===== src/rtl/fetch_sequencer.sv =====
// Instruction fetch sequencer for the 8-bit CPU. Walks the program ROM, resolves
// NOP/JMP/HLT locally and hands every other instruction to execute over valid/ready.
module fetch_sequencer #(
    parameter logic [7:0] RESET_PC = 8'd0
) (
    input  logic       clk,
    input  logic       rst_n,
    input  logic [7:0] rom_data,
    output logic [7:0] rom_addr,
    output logic       rom_read,
    output logic       rom_ena,
    output logic       ins_valid,
    input  logic       ins_ready,
    output logic [3:0] ins_op,
    output logic [3:0] ins_reg,
    output logic [7:0] ins_arg,
    output logic       ins_two,
    output logic       halted
);
    localparam logic [1:0] FETCH_OP  = 2'd0;
    localparam logic [1:0] FETCH_ARG = 2'd1;
    localparam logic [1:0] ISSUE     = 2'd2;
    localparam logic [1:0] HALT      = 2'd3;

    localparam logic [3:0] OP_JMP = 4'b1010;
    localparam logic [3:0] OP_HLT = 4'b1111;

    logic [1:0] state;
    logic [7:0] pc;
    logic [3:0] fetched_op;
    logic       op_two;
    logic       op_local;
    logic       fetching;

    assign fetched_op = rom_data[7:4];

    always_comb begin
        op_two   = 1'b0;
        op_local = 1'b0;
        case (fetched_op)
            4'b0001, 4'b0010, 4'b0011, OP_JMP: op_two   = 1'b1;
            4'b0000, 4'b1101, 4'b1110:         op_local = 1'b1;
            default: ;
        endcase
    end

    // Reset parks the FSM in FETCH_OP, so the strobes are also masked by rst_n.
    assign fetching  = rst_n && ((state == FETCH_OP) || (state == FETCH_ARG));
    assign rom_read  = fetching;
    assign rom_ena   = fetching;
    assign rom_addr  = pc;
    assign ins_valid = (state == ISSUE);
    assign halted    = (state == HALT);

    always_ff @(posedge clk or negedge rst_n) begin
        if (!rst_n) begin
            state   <= FETCH_OP;
            pc      <= RESET_PC;
            ins_op  <= '0;
            ins_reg <= '0;
            ins_arg <= '0;
            ins_two <= 1'b0;
        end else begin
            case (state)
                FETCH_OP: begin
                    ins_op  <= rom_data[7:4];
                    ins_reg <= rom_data[3:0];
                    pc      <= pc + 8'd1;
                    if (op_two) begin
                        state <= FETCH_ARG;
                    end else if (fetched_op == OP_HLT) begin
                        state <= HALT;
                    end else if (op_local) begin
                        state <= FETCH_OP;
                    end else begin
                        ins_arg <= '0;
                        ins_two <= 1'b0;
                        state   <= ISSUE;
                    end
                end
                FETCH_ARG: begin
                    if (ins_op == OP_JMP) begin
                        pc    <= rom_data;
                        state <= FETCH_OP;
                    end else begin
                        ins_arg <= rom_data;
                        ins_two <= 1'b1;
                        pc      <= pc + 8'd1;
                        state   <= ISSUE;
                    end
                end
                ISSUE: begin
                    if (ins_ready) begin
                        state <= FETCH_OP;
                    end
                end
                default: state <= HALT;
            endcase
        end
    end
endmodule


===== config.mk =====
export PLATFORM = sky130hd
export DESIGN_NAME = fetch_sequencer
export DESIGN_NICKNAME = d
export VERILOG_FILES = /design/src/rtl/fetch_sequencer.sv
export SDC_FILE = /design/constraint.sdc
export NUM_CORES = 1
export LEC_CHECK = 0
export ABC_AREA = 1
export ABC_CLOCK_PERIOD_IN_PS = 1900
export CAP_MARGIN = 20
export CORE_UTILIZATION = 48
export DETAILED_ROUTE_END_ITERATION = 7
export PLACE_DENSITY = 0.87
export SYNTH_ARGS = -nofsm -noshare
export SYNTH_HDL_FRONTEND = slang
export SYNTH_SLANG_ARGS = --single-unit
export TNS_END_PERCENT = 20

===== constraint.sdc =====
create_clock -name clk -period 1.9 [get_ports clk]
set_clock_uncertainty 0.15 [all_clocks]
set_input_delay 0.19 -clock clk [delete_from_list [all_inputs] [get_ports clk]]
set_output_delay 0.19 -clock clk [all_outputs]
set_load 0.005 [all_outputs]

==> metrics.md <==
| Metric | Value |
|---|---|
| Power consumption | around 3.3 mW |
| R2R depth | 9 |
| Setup TNS | 0 ps |
| Fin. max-slew vios | 0 |
| Fmax | ~550 MHz |
| Outcome | complete, but fails checks |
| Starting DRT DRC Count | 37 |
| Max-capacitance violation count | 0 |
| RSZ-0062 raised after global routing | true |
| Final min period | around 1800 ps |
| Num rows | 19 |
| Non-filler cells, final | around 260 |
| Net count after synthesis | approximately 190 |
| Global Route Usage Sum | 0.2299 |
| R2R Path Start | state[0]$_DFFE_PN0P_ |
| Die Ht | a little under 60 um |
| DP Wirelength | 2616 um |
| Vias in the first global route | 1294 |
| Die outline width | around 58 um |
| P_int | roughly 1.9 mW |
| Root buf cell | clkbuf_4 |
| Pin count of the biggest net entering global routing | 28 |
| Top_reg_cell synth | dfrtp_1 |
| Placed cells | between 200 and 250 |
| Logic pwr share | 0.591 |
| Grt ovf | 0 |
| Crit path kind | reg -> reg |
| Number of antenna violations at the first check in global routing | 0 |
| Post-DR wirelength/cell | approximately 14 um |
| Nature of the critical path endpoint | register |
| Die area | about 3400 um^2 |
| Fill cells | ~230 |
| Critical Path Source | state[0]$_DFFE_PN0P_ |
| Worst-Margin Slew | ~340 ps |
| Clock power frac | 0.077 |
| Slowest cell on the critical path | dfrtp_2 |
| Vias | 1344 |
| Final setup fails | 0 |
| Clk sinks | 27 |
| Seq/Total Area, Yosys | 0.4489 |
| Crit path top cell by count | nand2_1 |
| Critical-path cell list | inv_4, ha_4, buf_4, nand3_2, o21ai_4, nor2_8, nand3_4, nand2_1, nand2_1 |
| FF-to-FF End | ins_arg[0]$_DFFE_PN0P_ |
| CTS buffer count | 3 |
| Placed cell area | 1942 um^2 |
| Number of enable flip-flop cells after synthesis | 0 |
| Register area | 676.9 um^2 |
| H-tree depth | 1 |
| Slew margin rel. | 0.7706 |
| Area growth, synth to finish | 35.25% |
| Post-route DRC | 2 |
| First-pass GRT wire length | between 5000 and 6000 um |
| Initial Util | 0.5276 |
| Mapped Area | ~1500 um^2 |
| Yosys Warn Count | 0 |
| Hold WC Path Type | in -> async |
| Fin nets | around 240 |
| R2R Setup Slk | 70 ps |
| Avg Inst Size Synth | around 8.6 um^2 |
| Share of power burned in registers | 0.332 |
| Critical path fanouts, max | 9 |
| Gpl congestion | 0.8314 |
| Hold Fails Final Rpt | 0 |
| Wirelength, routed | between 3000 and 4000 um |
| Cts hold-fix bufs | 0 |
| Switching Fraction | 0.4186 |
| Area of the multi-input gates | approximately 770 um^2 |
| CP peak stage delay | 480 ps |
| Design area | around 2000 um^2 |
| CTS tree | built |
| Vias per cell | between 5 and 6 |
| Clk Latency, worst-skew pair | 330 ps |
| Total core area | about 2900 um^2 |
| Antenna cells | 0 |
| Commonest non-fill, non-tap cells in the layout | nand2_1, clkdlybuf4s50_1, dfrtp_1 |
| Arr. time, crit path | ~2000 ps |
| Failing checks | DRC |
| Commonest non-fill, non-tap cell in the layout | nand2_1 |
| Synth cell types | 31 |
| Synthesized flop and latch total | 27 |
| Share of synthesized registers carrying an async set or reset | 1.000 |
| Clock slew at reported path FFs | around 150 ps |
| Layout cells sized above 1 | 0.1830 |
| Core Util, Final | 0.7136 |
| Clock buffer depth | 2 |
| Setup crit start kind | register |
| First-pass iteration count of the detailed router | 6 |
| Port bufs | 39 |
| Psw | 1.363 mW |
| Worst VDD drop | slightly above 0.8 mV |
| Tcrit/Tclk final | 0.9615 |
| PD cells | 1599 nW/um^2 |
| Leakage | 0.9945 nW |
| Cell count after synthesis | approximately 180 |
| Final ANT Viol Nets | 0 |
| # IOs | 40 |
| Worst endpoint required time | 2020 ps |
[metrics by stage]
stage          worst slack [ps]  hold slack, ps
6_report                  73.15           79.12
5_1_grt                  -23.38           91.98
4_1_cts                   19.34           86.48
3_5_place_dp             -16.89           311.8
3_3_place_gp              73.63           308.3
2_1_floorplan             183.4          -255.6
[worst max-delay path by stage]
| stage | to | slack, ps | cells past startpoint |
|---|---|---|---|
| 2_1_floorplan | rom_read | 180 | 9 |
| 3_3_place_gp | rom_ena | 70 | 7 |
| 3_5_place_dp | ins_arg[0]$_DFFE_PN0P_ | -20 | 9 |
| 4_1_cts | rom_read | 20 | 7 |
| 5_1_grt | rom_read | -20 | 7 |
| 6_report | ins_arg[0]$_DFFE_PN0P_ | 70 | 9 |
[routing by layer]
metal / track usage / up-vias / routed length [um]
met2: 0.3793 / 33 / 1787
li1: - / 676 / -
met4: 0.09184 / 0 / 59
met1: 0.3148 / 630 / 1560
met5: 0 / - / 0
met3: 0.02009 / 5 / 120
[synthesized netlist by cell type (2+ instances only)]
master | instances | area share
nand2_2 | 4 | 0.017
nand2_1 | 55 | 0.14
nand2_4 | 2 | 0.015
ha_1 | 5 | 0.042
nand4_1 | 9 | 0.037
dfrtp_1 | 27 | 0.45
inv_2 | 3 | 0.0075
a21oi_1 | 10 | 0.033
buf_6 | 3 | 0.022
xor2_1 | 2 | 0.012
nand3_1 | 10 | 0.033
nor2_1 | 8 | 0.020
inv_1 | 11 | 0.027
o21ai_0 | 10 | 0.033
[power groups by stage]
stage / clock [mW] / combinational [mW] / sequential, mW
floorplan: 0 / 1.00 / 1.07
global placement: 0 / 1.77 / 1.07
detailed placement: 0 / 1.83 / 1.08
CTS: 0.259 / 1.88 / 1.07
global route: 0.285 / 2.13 / 1.12
finish: 0.250 / 1.92 / 1.08
[critical path: cells and delay by family (launching register included)]
family / cells / cell delay, ps
adder cells (fa/ha/maj): 1 / 140
buffers and inverters: 2 / 240
AO/OA/AOI/OAI: 1 / 300
flip-flops: 1 / 480
AND/OR/NAND/NOR: 5 / 470
[what timing repair did]
| item | CTS | global route |
|---|---|---|
| endpoints found under the hold margin | 0 | 0 |
| gates resized for setup | 10 | 8 |
| buffers inserted | 1 | 1 |
| gates cloned | 0 | 1 |
| setup endpoints to repair | 8 | 12 |
| pin swaps | 1 | 2 |
[kinds of logic (layout without fill, tap and decap cells)]
family / after synthesis / after routing / share of synthesized area
XOR/XNOR: 3 / 3 / 0.01746
adder cells (fa/ha/maj): 5 / 5 / 0.04156
AND/OR/NAND/NOR: 96 / 97 / 0.3250
AO/OA/AOI/OAI: 25 / 25 / 0.09809
buffers and inverters: 20 / 67 / 0.06899
flip-flops: 27 / 27 / 0.4489
[final cells by class]
cell class / instances / share of cell area
clock buffer: 3 / 0.01106
clock inverter: 1 / 0.002459
inverter: 15 / 0.03012
multi-input combinational: 130 / 0.3792
sequential: 27 / 0.3325
tap: 31 / 0.01905
timing repair buffer: 48 / 0.2256
No activity file was read; power rests on OpenSTA's default activity.
